<file path="config.mk">
export PLATFORM = sky130hd
export DESIGN_NAME = clk_div_bank
export DESIGN_NICKNAME = d
export VERILOG_FILES = /design/src/rtl/clk_div_pkg.sv /design/src/rtl/clk_div_ch.sv /design/src/rtl/clk_div_bank.sv
export SDC_FILE = /design/constraint.sdc
export NUM_CORES = 1
export LEC_CHECK = 0
export ABC_AREA = 0
export BUFFER_PORTS_ARGS = -buffer_cell sky130_fd_sc_hd__buf_2
export CORE_ASPECT_RATIO = 1.5
export CORE_MARGIN = 3
export CORE_UTILIZATION = 49
export CTS_BUF_LIST = sky130_fd_sc_hd__clkbuf_16
export DETAILED_ROUTE_END_ITERATION = 10
export HOLD_SLACK_MARGIN = 0.02
export MAX_ROUTING_LAYER = met4
export PLACE_DENSITY_LB_ADDON = 0.15
export RECOVER_POWER = 25
export SYNTH_ARGS = -nofsm -noshare
export SYNTH_HDL_FRONTEND = slang
export SYNTH_SLANG_ARGS = --single-unit
</file>
<file path="constraint.sdc">
create_clock -name clk_50MHz -period 4.4 [get_ports clk_50MHz]
set_clock_uncertainty 0.15 [all_clocks]
set_input_delay 1.1 -clock clk_50MHz [delete_from_list [all_inputs] [get_ports clk_50MHz]]
set_output_delay 1.1 -clock clk_50MHz [all_outputs]
set_load 0.02 [all_outputs]
</file>
<file path="src/rtl/clk_div_pkg.sv">
// clk_div_pkg: shared width default, 50 MHz divisor constants and channel-index width helper.
// Used by clk_div_bank (optional tick logic controlled by CLK_DIV_TICK_EN).
package clk_div_pkg;
    localparam int CW_DEF = 32;
    localparam logic [31:0] DIV_1HZ   = 32'd25_000_000;
    localparam logic [31:0] DIV_10HZ  = 32'd2_500_000;
    localparam logic [31:0] DIV_100HZ = 32'd250_000;
    localparam logic [31:0] DIV_1KHZ  = 32'd25_000;

    function automatic int ch_idx_w(input int n);
        return (n <= 1) ? 1 : $clog2(n);
    endfunction
endpackage

</file>
<file path="src/rtl/clk_div_ch.sv">
// clk_div_ch: one divider channel with shadow/active divisor, 50% duty output and rise strobe.
// CLK_DIV_TICK_EN compiles in the tick register; otherwise tick is tied low.
module clk_div_ch #(
    parameter int CW = 32,
    parameter logic [CW-1:0] DEF = '0
) (
    input  logic          clk_50MHz,
    input  logic          rst,
    input  logic          en,
    input  logic          sync,
    input  logic          wr,
    input  logic [CW-1:0] wr_div,
    output logic          clk_out,
    output logic          tick
);
    localparam logic [CW-1:0] ONE = 1;

    logic [CW-1:0] shd, act, cnt;
    logic run, term, load;

    always_comb begin
        run  = en && act != '0;
        term = run && cnt == act - ONE;
        load = sync || !run || term;
    end

    // A divisor written in the sync cycle bypasses the shadow so sync restarts on it.
    always_ff @(posedge clk_50MHz or negedge rst) begin
        if (!rst) begin
            shd     <= DEF;
            act     <= DEF;
            cnt     <= '0;
            clk_out <= 1'b0;
        end else begin
            if (wr) shd <= wr_div;
            if (load) act <= (sync && wr) ? wr_div : shd;
            cnt     <= (sync || !run || term) ? '0 : cnt + ONE;
            clk_out <= (sync || !run) ? 1'b0 : (term ? ~clk_out : clk_out);
        end
    end

`ifdef CLK_DIV_TICK_EN
    always_ff @(posedge clk_50MHz or negedge rst) begin
        if (!rst) tick <= 1'b0;
        else      tick <= !sync && term && !clk_out;
    end
`else
    assign tick = 1'b0;
`endif
endmodule

</file>
<file path="src/rtl/clk_div_bank.sv">
// clk_div_bank: CH programmable clock dividers with write decode and shared phase-aligning sync.
// Define CLK_DIV_TICK_EN to build the per-channel tick strobes.
module clk_div_bank
    import clk_div_pkg::*;
#(
    parameter int CH = 4,
    parameter int CW = CW_DEF,
    parameter logic [CH*CW-1:0] DEF_DIV = {CH{DIV_1KHZ}}
) (
    input  logic                      clk_50MHz,
    input  logic                      rst,
    input  logic [CH-1:0]             en,
    input  logic                      sync,
    input  logic                      wr_en,
    input  logic [ch_idx_w(CH)-1:0]   wr_ch,
    input  logic [CW-1:0]             wr_div,
    output logic [CH-1:0]             clk_out,
    output logic [CH-1:0]             tick
);
    localparam int WW = ch_idx_w(CH);

    // Out-of-range wr_ch values match no channel, so such writes are dropped.
    for (genvar i = 0; i < CH; i++) begin : g_ch
        clk_div_ch #(.CW(CW), .DEF(DEF_DIV[i*CW +: CW])) u_ch (
            .clk_50MHz (clk_50MHz),
            .rst       (rst),
            .en        (en[i]),
            .sync      (sync),
            .wr        (wr_en && wr_ch == WW'(i)),
            .wr_div    (wr_div),
            .clk_out   (clk_out[i]),
            .tick      (tick[i])
        );
    end
endmodule

</file>
==> run metrics, run 1 <==
crit end category register; die width 179 um; Die ar. ~47000 um2; # IOs 50; r2r setup slk around 0.27 ns; Area Growth Syn to Fin 9.78%; Worst slew margin -66.1%; Final Setup Violations 0; Synth Instances roughly 2000; Synth Warn # 0; CTS Sinks around 390; minimum clock period approximately 4.1 ns; worst min path class register to register; Crit path required time roughly 4.7 ns; WL final roughly 52000 um; largest net degree at the start of global routing 93; residual DRC count 0; most frequent cells in the layout dfrtp_1, mux2_2, nor2_1; Routed wire per std cell roughly 20 um; initial antenna violation count 1; GR Overflow Total 0; Synth top area share 38.8%; port bufs 45; setup TNS 0 ns; Pins Over Slew Limit 92; Avg Inst Size Synth roughly 11 um2; met2 global-route usage 38.1%; TritonCTS clock tree yes; Critical Path Start g_ch[0].u_ch.act[17]$_DFFE_PN0P_; all-layer global routing usage between 20% and 30%; Pwr per Cell Area between 400 and 500 nW/um2; vias 15200; Synth Register Bits roughly 390; Synth area leaders dfrtp_1, mux2_2, xnor2_1; Yosys cell types between 70 and 80; clk slew on worst S/H paths 0.06 ns; f_max ~0.24 GHz; cell taking the most area after synthesis dfrtp_1; Clock Tree Buf Depth 3; Initial Util approximately 50%; met1 Track Usage GR slightly below 30%; failing checks max-capacitance violations, max-slew violations; EDFF count, synth 0; Routed Antenna Nets 0; Hold Vio Cnt, Final 0; CTS Buf Count 39; drt pass-1 iters 6; Worst Setup Path Type register to register; Leak between 9 and 10 nW; Worst Tran Pin Value ~2.5 ns; GPL Wtd Cong around 0.9; crit path launch type register; critical path data arrival time 4.40 ns; CTS root buffer clkbuf_16; overall power approximately 0.010 W; max-cap viol count 1; vias in the first global route between 15000 and 20000; final period utilization 93.8%; maximum vdd drop approximately 0.29 mV; hold_buf cts 0; Detailed Route Iter0 Violations 873; status finished with violations; DIE HEIGHT 265 um; worst r2r path cells 11; post_cts resized 0; Top FF cell, synth dfrtp_1; met3 usage roughly 2.6%; share of cells above drive strength 1 25.5%; # fillers approximately 3900; Top Usage Layer GRT met2; Post-Syn Area approximately 22000 um2; H-Tree Depth 2; Clock Latency Late Sink 0.55 ns; DPL Wire Length roughly 37000 um; RSZ-0062 raised after global routing false; capturing point of the worst reg2reg path g_ch[0].u_ch.act[31]$_DFFE_PN0P_; worst r2r src g_ch[0].u_ch.act[17]$_DFFE_PN0P_; worst setup path endpoint g_ch[0].u_ch.act[31]$_DFFE_PN0P_; most common cell after layout, fill and taps aside dfrtp_1; Row Count 94; Async SR Flop Fraction 100%; Seq/Total Area, Yosys between 40 and 50%; core area between 40000 and 50000 um2; first-pass GRT wire length around 84000 um; setup bufs post-CTS 0; via density per instance 5.70; Nets roughly 2100; CP Max Fanout 26
[flip-flops by register name (all words and copies together) (netlist names)]
signal / flops
g_ch.u_ch.act: 128
g_ch.u_ch.clk_out: 4
g_ch.u_ch.cnt: 128
g_ch.u_ch.shd: 128
[area by class of cell]
type                    instances  area, um2  share of cell area, %
flip-flops and latches        388       9770                   40.6
well taps                     576        721                   2.99
clock buffers                  41       1030                   4.26
clock inverters                30        284                   1.18
diodes                          2       5.00                 0.0208
inverters                      27        101                  0.421
multi-input cells            1507      11600                   48.0
repair buffers                 90        628                   2.61
[per-stage QoR]
stage	cells	hold slack [ns]	utilization (%)	instance area, um2	setup slack [ns]
2_1_floorplan	2019	0.324	-	22000	0.419
6_report	2661	0.351	54.6	24100	0.274
5_1_grt	2660	0.363	54.6	24100	0.0401
3_5_place_dp	2588	0.337	51.7	22800	0.276
4_1_cts	2659	0.354	54.7	24100	0.257
3_3_place_gp	2588	0.331	51.7	22800	0.326
[cells in the mapped netlist (34+ instances only)]
| cell | instances |
|---|---|
| nand4_1 | 43 |
| nand3_1 | 77 |
| nor2_1 | 226 |
| dfrtp_1 | 340 |
| mux2_2 | 313 |
| nand2_1 | 82 |
| xnor2_1 | 145 |
| xor2_1 | 133 |
| mux2i_1 | 34 |
| dfstp_2 | 48 |
| mux2_1 | 47 |
| clkbuf_1 | 57 |
| nor3_1 | 37 |
[critical path: stages (launching register included)]
cell,delay [ns]
dfrtp_1,0.46
or4_1,0.55
or4_1,0.56
buf_4,0.19
nor2_1,0.13
xnor2_1,0.09
or4_4,0.54
a2111oi_4,0.29
o211ai_2,0.22
nand2_4,0.23
buf_12,0.22
mux2_2,0.35
[metal layers]
layer	up-vias	share of wire [%]
met5	-	0
met4	0	3.8
met3	98	2.5
met2	209	50
met1	7611	44
li1	7260	-
[worst min-delay path by stage]
| stage | endpoint | slack, ns | depth (start not counted) | from |
|---|---|---|---|---|
| 2_1_floorplan | g_ch[3].u_ch.shd[31]$_DFFE_PN0P_ | 0.32 | 1 | g_ch[3].u_ch.shd[31]$_DFFE_PN0P_ |
| 3_3_place_gp | g_ch[1].u_ch.shd[17]$_DFFE_PN0P_ | 0.33 | 1 | g_ch[1].u_ch.shd[17]$_DFFE_PN0P_ |
| 3_5_place_dp | g_ch[1].u_ch.shd[29]$_DFFE_PN0P_ | 0.34 | 1 | g_ch[1].u_ch.shd[29]$_DFFE_PN0P_ |
| 4_1_cts | g_ch[1].u_ch.shd[17]$_DFFE_PN0P_ | 0.35 | 1 | g_ch[1].u_ch.shd[17]$_DFFE_PN0P_ |
| 5_1_grt | g_ch[1].u_ch.shd[15]$_DFFE_PN0P_ | 0.36 | 1 | g_ch[1].u_ch.shd[15]$_DFFE_PN0P_ |
| 6_report | g_ch[2].u_ch.shd[9]$_DFFE_PN0P_ | 0.35 | 1 | g_ch[2].u_ch.shd[9]$_DFFE_PN0P_ |
[power by group]
group / switching (W) / leakage (nW) / internal [W] / total [W]
Clock: 0.00143 / 0.672 / 0.00203 / 0.00347
Combinational: 0.000942 / 4.24 / 0.00102 / 0.00196
Sequential: 0.000539 / 4.81 / 0.00413 / 0.00467
Total: 0.00292 / 9.72 / 0.00719 / 0.0101
[cell families after synthesis]
group                      Yosys count  share of synthesized area [%]
buffers and inverters              124                           2.92
adders and majority gates           12                          0.684
and+or+nand+nor                    677                           16.0
other                                1                         0.0171
DFF                                388                           44.5
AOI/OAI and AO/OA                  142                           4.77
muxes                              394                           20.0
xor gates and xnor gates           278                           11.1
Note: power is estimated with default switching activity, not from simulation.
==> inputs of run 2 (changes only) <==
--- a/config.mk
+++ b/config.mk
@@ -14,7 +14,7 @@
 export DETAILED_ROUTE_END_ITERATION = 10
 export HOLD_SLACK_MARGIN = 0.02
 export MAX_ROUTING_LAYER = met4
-export PLACE_DENSITY_LB_ADDON = 0.15
+export PLACE_DENSITY = 0.68
 export RECOVER_POWER = 25
 export SYNTH_ARGS = -nofsm -noshare
 export SYNTH_HDL_FRONTEND = slang
==> run 2 against run 1 <==
- the run still ends with max-capacitance violations, max-slew violations left
- worst setup slack got worse by 0.069 ns
- highest routed layer unchanged
- flip-flop and latch count did not move
- total power is 3.0% lower
- hold slack lost 0.0012 ns
- final cell count is 0.15% higher
- via count decreased by 0.26%
- sequential share of layout area is essentially flat
- first-iteration DRC count up 15%
- maximum frequency down 1.6%
- largest cell class unchanged
- register-to-register slack lost 0.07 ns
- die area unchanged
==> run metrics, run 2 (synthesis gave the netlist of run 1 again) <==
clk slew on worst S/H paths 0.07 ns (was 0.06 ns); crit path launch type register (unchanged); maximum vdd drop 0.218 mV (was 0.292 mV); critical path data arrival time 4.47 ns (was 4.40 ns); via density per instance 5.68 (was 5.70); overall power 0.00980 W (was 0.0101 W); Cell Chain, Critical Path or4_1, or3_1, or2_2, o41ai_2, o2111ai_1, nor4_1, nand4_1, nand2b_2, buf_12, mux2_2 (was or4_1, or4_1, buf_4, nor2_1, xnor2_1, or4_4, a2111oi_4, o211ai_2, nand2_4, buf_12, mux2_2); f_max 0.238 GHz (was 0.242 GHz); Clock power frac 32.3% (was 34.3%); worst r2r path cells 10 (was 11); status finished with violations (unchanged); port bufs 45 (unchanged); Routed Antenna Nets 0 (unchanged); vias 15100 (was 15200); worst path buffer plus inverter count 1 (was 2); capturing point of the worst reg2reg path g_ch[3].u_ch.act[12]$_DFFE_PN0P_ (was g_ch[0].u_ch.act[31]$_DFFE_PN0P_); min-delay src g_ch[2].u_ch.shd[31]$_DFFE_PN0P_ (was g_ch[2].u_ch.shd[9]$_DFFE_PN0P_); Largest regs g_ch.u_ch.act: 128 flops, g_ch.u_ch.cnt: 128 flops, g_ch.u_ch.shd: 128 flops (unchanged); GPL Wtd Cong 0.958 (was 0.916); Pwr per Cell Area 407 nW/um2 (was 419 nW/um2); crit end category register (unchanged); vias in the first global route 15300 (was 15400); CP Max Fanout 32 (was 26); Reg power frac 47.5% (was 46.2%); RSZ-0062 raised after global routing false (unchanged); Power Internal 0.00691 W (was 0.00719 W); Clock Tree Buf Depth 3 (unchanged); Leak 9.69 nW (was 9.72 nW); DIE HEIGHT 265 um (unchanged); CTS root buffer clkbuf_16 (unchanged); Row Count 94 (unchanged); Routed wire per std cell 19.1 um (was 19.6 um); setup bufs post-CTS 0 (unchanged); Multi-input gate area 11600 um2 (about the same); r2r setup slk 0.21 ns (was 0.27 ns); cell depth of the worst hold path 1 (unchanged); core area 44100 um2 (unchanged); worst r2r src g_ch[3].u_ch.act[9]$_DFFE_PN0P_ (was g_ch[0].u_ch.act[17]$_DFFE_PN0P_); Psw 0.00289 W (was 0.00292 W); failing checks max-capacitance violations, max-slew violations (unchanged); residual DRC count 0 (unchanged); max-cap viol count 1 (unchanged); CTS Sinks 388 (unchanged); drt pass-1 iters 5 (was 6); Worst Setup Path Type register to register (unchanged); most common cell after layout, fill and taps aside dfrtp_1 (unchanged); hold endpoint g_ch[2].u_ch.shd[31]$_DFFE_PN0P_ (was g_ch[2].u_ch.shd[9]$_DFFE_PN0P_); TritonCTS clock tree yes (unchanged); Hold Vio Cnt, Final 0 (unchanged); most frequent cells in the layout dfrtp_1, mux2_2, nor2_1 (unchanged); H-Tree Depth 2 (unchanged); Net Sw Frac 29.5% (was 28.9%); WL final 51000 um (was 52000 um); Largest stage delay, worst path 0.64 ns (was 0.56 ns); setup TNS 0 ns (unchanged); CTS Buf Count 40 (was 39); share of cells above drive strength 1 25.7% (was 25.5%); # fillers 3830 (was 3927); Clock Latency Late Sink 0.54 ns (was 0.55 ns); Slowest-stage cell, CP or4_1 (unchanged); worst min path class register to register (unchanged); Final Setup Violations 0 (unchanged); Nets 2110 (was 2107); Detailed Route Iter0 Violations 1002 (was 873); DPL Wire Length 36900 um (was 37100 um); final period utilization 95.3% (was 93.8%); Die ar. 47400 um2 (unchanged); all-layer global routing usage 22.5% (was 23.1%); Pins Over Slew Limit 109 (was 92); Crit path required time 4.67 ns (about the same); largest net degree at the start of global routing 113 (was 93); GR Overflow Total 0 (unchanged); Area Growth Syn to Fin 9.68% (was 9.78%); Initial Util 49.8% (unchanged); Worst slew margin -96.8% (was -66.1%); minimum clock period 4.19 ns (was 4.13 ns); first-pass GRT wire length 82800 um (was 84400 um); cell family with most CP delay simple AND/OR/NAND/NOR gates (unchanged); combinational power share 20.2% (was 19.4%); register area 9770 um2 (unchanged); die width 179 um (unchanged); # IOs 50 (unchanged); initial antenna violation count 3 (was 1); Worst Tran Pin Value 2.95 ns (was 2.49 ns)
-- run 2: how the worst max path moves through the flow --
| stage | startpoint | endpoint | depth (start not counted) |
|---|---|---|---|
| 3_5_place_dp | g_ch[3].u_ch.act[9]$_DFFE_PN0P_ | g_ch[3].u_ch.act[22]$_DFFE_PN0P_ | 10 |
| 6_report | g_ch[3].u_ch.act[9]$_DFFE_PN0P_ | g_ch[3].u_ch.act[12]$_DFFE_PN0P_ | 10 |
| 2_1_floorplan | g_ch[1].u_ch.act[0]$_DFFE_PN0P_ | g_ch[1].u_ch.act[29]$_DFFE_PN0P_ | 13 |
| 3_3_place_gp | g_ch[3].u_ch.act[9]$_DFFE_PN0P_ | g_ch[3].u_ch.act[6]$_DFFE_PN0P_ | 10 |
| 4_1_cts | g_ch[3].u_ch.act[9]$_DFFE_PN0P_ | g_ch[3].u_ch.act[12]$_DFFE_PN0P_ | 10 |
| 5_1_grt | g_ch[2].u_ch.act[6]$_DFFE_PN0P_ | g_ch[2].u_ch.act[6]$_DFFE_PN0P_ | 10 |
-- run 2: final cells by class --
class / instances / share of cell area, %
well taps: 576 / 2.99
flip-flops and latches: 388 / 40.6
clock buffers: 41 / 4.26
multi-input cells: 1507 / 48.1
clock inverters: 31 / 0.717
diodes: 3 / 0.0312
inverters: 27 / 0.421
repair buffers: 92 / 2.91
-- run 2: per-layer routing --
metal / routed length [um] / GRT usage (%)
met4: 1970 / 8.28
met1: 21900 / 28.2
met5: 0 / -
met3: 1220 / 2.43
met2: 25900 / 37.7
-- run 2: stage by stage --
| stage | util, % | instance area (um2) | instances | hold WS [ns] | setup slack, ns |
|---|---|---|---|---|---|
| floorplan | - | 22000 | 2019 | 0.324 | 0.419 |
| global placement | 51.8 | 22900 | 2590 | 0.331 | 0.0990 |
| detailed placement | 51.8 | 22900 | 2590 | 0.337 | 0.0495 |
| CTS | 54.5 | 24100 | 2662 | 0.352 | 0.0259 |
| global route | 54.6 | 24100 | 2665 | 0.359 | 0.0640 |
| finish | 54.6 | 24100 | 2665 | 0.350 | 0.205 |
-- run 2: repair_timing --
| action | CTS | global route |
|---|---|---|
| endpoints found under the setup margin | 0 | 66 |
| endpoints found under the hold margin | 0 | 0 |
| gates resized for setup | 0 | 2 |
| hold buffers | 0 | 0 |
-- run 2: power by group through the flow --
| stage | clock network (W) | registers, W | logic, W |
|---|---|---|---|
| floorplan | 0 | 0.00451 | 0.00152 |
| global placement | 0 | 0.00468 | 0.00193 |
| detailed placement | 0 | 0.00471 | 0.00197 |
| CTS | 0.00326 | 0.00465 | 0.00199 |
| global route | 0.00340 | 0.00474 | 0.00218 |
| finish | 0.00317 | 0.00466 | 0.00198 |
==> inputs of run 3 (changes only) <==
--- a/config.mk
+++ b/config.mk
@@ -6,7 +6,7 @@
 export NUM_CORES = 1
 export LEC_CHECK = 0
 export ABC_AREA = 0
-export BUFFER_PORTS_ARGS = -buffer_cell sky130_fd_sc_hd__buf_2
+export BUFFER_PORTS_ARGS = -buffer_cell sky130_fd_sc_hd__buf_4
 export CORE_ASPECT_RATIO = 1.5
 export CORE_MARGIN = 3
 export CORE_UTILIZATION = 49
==> run 3 against run 2 <==
- the run still ends with max-capacitance violations, max-slew violations left
- register-to-register slack lost 0.05 ns
- clock power grew 6.6%
- wire length grew 1.1%
- critical endpoint is now g_ch[3].u_ch.act[30]$_DFFE_PN0P_
==> run metrics, run 3 (synthesis gave the netlist of run 1 again) <==
die width 179 um (unchanged); setup bufs post-CTS 0 (unchanged); Clock Tree Buf Depth 3 (unchanged); WL final 51500 um (was 51000 um); Pins Over Slew Limit 100 (was 109); # diodes 0 (was 3); DPL Wire Length 37100 um (was 36900 um); maximum vdd drop 0.242 mV (was 0.218 mV); Detailed Route Iter0 Violations 879 (was 1002); Initial Util 49.8% (unchanged); Slowest-stage cell, CP or4_1 (unchanged); CP Max Fanout 32 (unchanged); final period utilization 96.4% (was 95.3%); min-delay src g_ch[3].u_ch.shd[6]$_DFFE_PN0P_ (was g_ch[2].u_ch.shd[31]$_DFFE_PN0P_); hold slack 0.352 ns (was 0.350 ns); post_cts resized 0 (unchanged); # fillers 3859 (was 3830); capturing point of the worst reg2reg path g_ch[3].u_ch.act[30]$_DFFE_PN0P_ (was g_ch[3].u_ch.act[12]$_DFFE_PN0P_); H-Tree Depth 2 (unchanged); Hold Vio Cnt, Final 0 (unchanged); Largest stage delay, worst path 0.64 ns (about the same); port bufs 45 (unchanged); Worst Setup Path Type register to register (unchanged); max-cap viol count 1 (unchanged); r2r setup slk 0.16 ns (was 0.21 ns); Cell Chain, Critical Path or4_1, or3_1, or2_2, o41ai_1, o2111ai_1, nor4_1, nand4_1, nand2b_2, buf_12, mux2_2 (was or4_1, or3_1, or2_2, o41ai_2, o2111ai_1, nor4_1, nand4_1, nand2b_2, buf_12, mux2_2); DIE HEIGHT 265 um (unchanged); share of cells above drive strength 1 25.5% (was 25.7%); most common cell after layout, fill and taps aside dfrtp_1 (unchanged); vias in the first global route 15900 (was 15300); Area Growth Syn to Fin 10.1% (was 9.68%); via density per instance 5.75 (was 5.68); critical path data arrival time 4.52 ns (was 4.47 ns); setup TNS 0 ns (unchanged); hold endpoint g_ch[3].u_ch.shd[6]$_DFFE_PN0P_ (was g_ch[2].u_ch.shd[31]$_DFFE_PN0P_); Final Setup Violations 0 (unchanged); largest net degree at the start of global routing 102 (was 113); CTS root buffer clkbuf_16 (unchanged); residual DRC count 0 (unchanged); worst r2r path cells 10 (unchanged); Multi-input gate area 11600 um2 (about the same); GR Overflow Total 0 (unchanged); Worst slew margin -74.8% (was -96.8%); Routed Antenna Nets 0 (unchanged); most frequent cells in the layout dfrtp_1, mux2_2, nor2_1 (unchanged); register area 9770 um2 (unchanged); worst min path class register to register (unchanged); Nets 2106 (was 2110); TritonCTS clock tree yes (unchanged); crit path launch type register (unchanged); minimum clock period 4.24 ns (was 4.19 ns); RSZ-0062 raised after global routing false (unchanged); hold_buf cts 0 (unchanged); cell depth of the worst hold path 1 (unchanged); failing checks max-capacitance violations, max-slew violations (unchanged); core area 44100 um2 (unchanged); worst r2r src g_ch[3].u_ch.act[9]$_DFFE_PN0P_ (unchanged); f_max 0.236 GHz (was 0.238 GHz); Pwr per Cell Area 415 nW/um2 (was 407 nW/um2); CTS Buf Count 39 (was 40); Largest regs g_ch.u_ch.act: 128 flops, g_ch.u_ch.cnt: 128 flops, g_ch.u_ch.shd: 128 flops (unchanged); Clock Latency Late Sink 0.54 ns (about the same); all-layer global routing usage 22.9% (was 22.5%); CTS Sinks 388 (unchanged); drt pass-1 iters 5 (unchanged); GPL Wtd Cong 0.955 (was 0.958); initial antenna violation count 0 (was 3); Routed wire per std cell 19.4 um (was 19.1 um); status finished with violations (unchanged); Leak 9.75 nW (was 9.69 nW); first-pass GRT wire length 84800 um (was 82800 um); # IOs 50 (unchanged); crit end category register (unchanged); overall power 0.0100 W (was 0.00980 W); Worst Tran Pin Value 2.62 ns (was 2.95 ns); Row Count 94 (unchanged); Crit path required time 4.67 ns (about the same); vias 15300 (was 15100); clk slew on worst S/H paths 0.07 ns (about the same); Die ar. 47400 um2 (unchanged)
==> run 3: cell types whose count changed in the layout (fill, tap and decap cells not counted), sizes merged <==
cell      before  now
clkinv        18   10
diode          3    0
clkbuf        43   46
buf           90   84
inv           35   42
clkinvlp       4    0
bufinv         1    5
==> run 3: layout make-up <==
class / count / area share (%)
Clock buffer: 41 / 4.24
Clock inverter: 30 / 1.05
Inverter: 27 / 0.419
Multi-Input combinational cell: 1507 / 47.9
Sequential cell: 388 / 40.4
Tap cell: 576 / 2.98
Timing Repair Buffer: 89 / 3.01
==> run 3: report_power, final <==
| group | leakage [nW] | switching, W | internal (W) |
|---|---|---|---|
| Sequential | 4.81 | 0.000545 | 0.00413 |
| Clock | 0.680 | 0.00141 | 0.00197 |
| Combinational | 4.26 | 0.000940 | 0.00103 |
==> run 3: how the worst max path moves through the flow <==
stage	slack, ns	end	startpoint
floorplan	0.42	g_ch[1].u_ch.act[29]$_DFFE_PN0P_	g_ch[1].u_ch.act[0]$_DFFE_PN0P_
global placement	0.13	g_ch[3].u_ch.act[4]$_DFFE_PN0P_	g_ch[3].u_ch.act[9]$_DFFE_PN0P_
detailed placement	0.14	g_ch[3].u_ch.act[22]$_DFFE_PN0P_	g_ch[3].u_ch.act[9]$_DFFE_PN0P_
CTS	0.12	g_ch[3].u_ch.act[30]$_DFFE_PN0P_	g_ch[3].u_ch.act[9]$_DFFE_PN0P_
global route	0.02	g_ch[3].u_ch.act[18]$_DFFE_PN0P_	g_ch[3].u_ch.act[9]$_DFFE_PN0P_
finish	0.16	g_ch[3].u_ch.act[30]$_DFFE_PN0P_	g_ch[3].u_ch.act[9]$_DFFE_PN0P_
==> run 3: layer usage <==
| layer | wire [um] | vias up | track usage (%) |
|---|---|---|---|
| met5 | 0 | - | - |
| met4 | 2310 | 0 | 9.36 |
| met3 | 1360 | 129 | 2.37 |
| met2 | 25900 | 248 | 38.4 |
| met1 | 21900 | 7645 | 28.4 |
| li1 | - | 7264 | - |
==> run 3: stage by stage <==
| stage | utilization [%] | instance area, um2 | worst slack (ns) | instances |
|---|---|---|---|---|
| floorplan | - | 22000 | 0.419 | 2019 |
| global placement | 51.9 | 22900 | 0.130 | 2587 |
| detailed placement | 51.9 | 22900 | 0.141 | 2587 |
| CTS | 54.8 | 24200 | 0.118 | 2658 |
| global route | 54.8 | 24200 | 0.0188 | 2658 |
| finish | 54.8 | 24200 | 0.159 | 2658 |
==> run 3: worst max-delay path, delay by kind of cell, from the launching register on <==
| kind | cells | cell delay, ns |
|---|---|---|
| AO/OA/AOI/OAI | 2 | 0.75 |
| buffers and inverters | 1 | 0.22 |
| flip-flops | 1 | 0.45 |
| multiplexers | 1 | 0.36 |
| AND/OR/NAND/NOR | 6 | 2.18 |
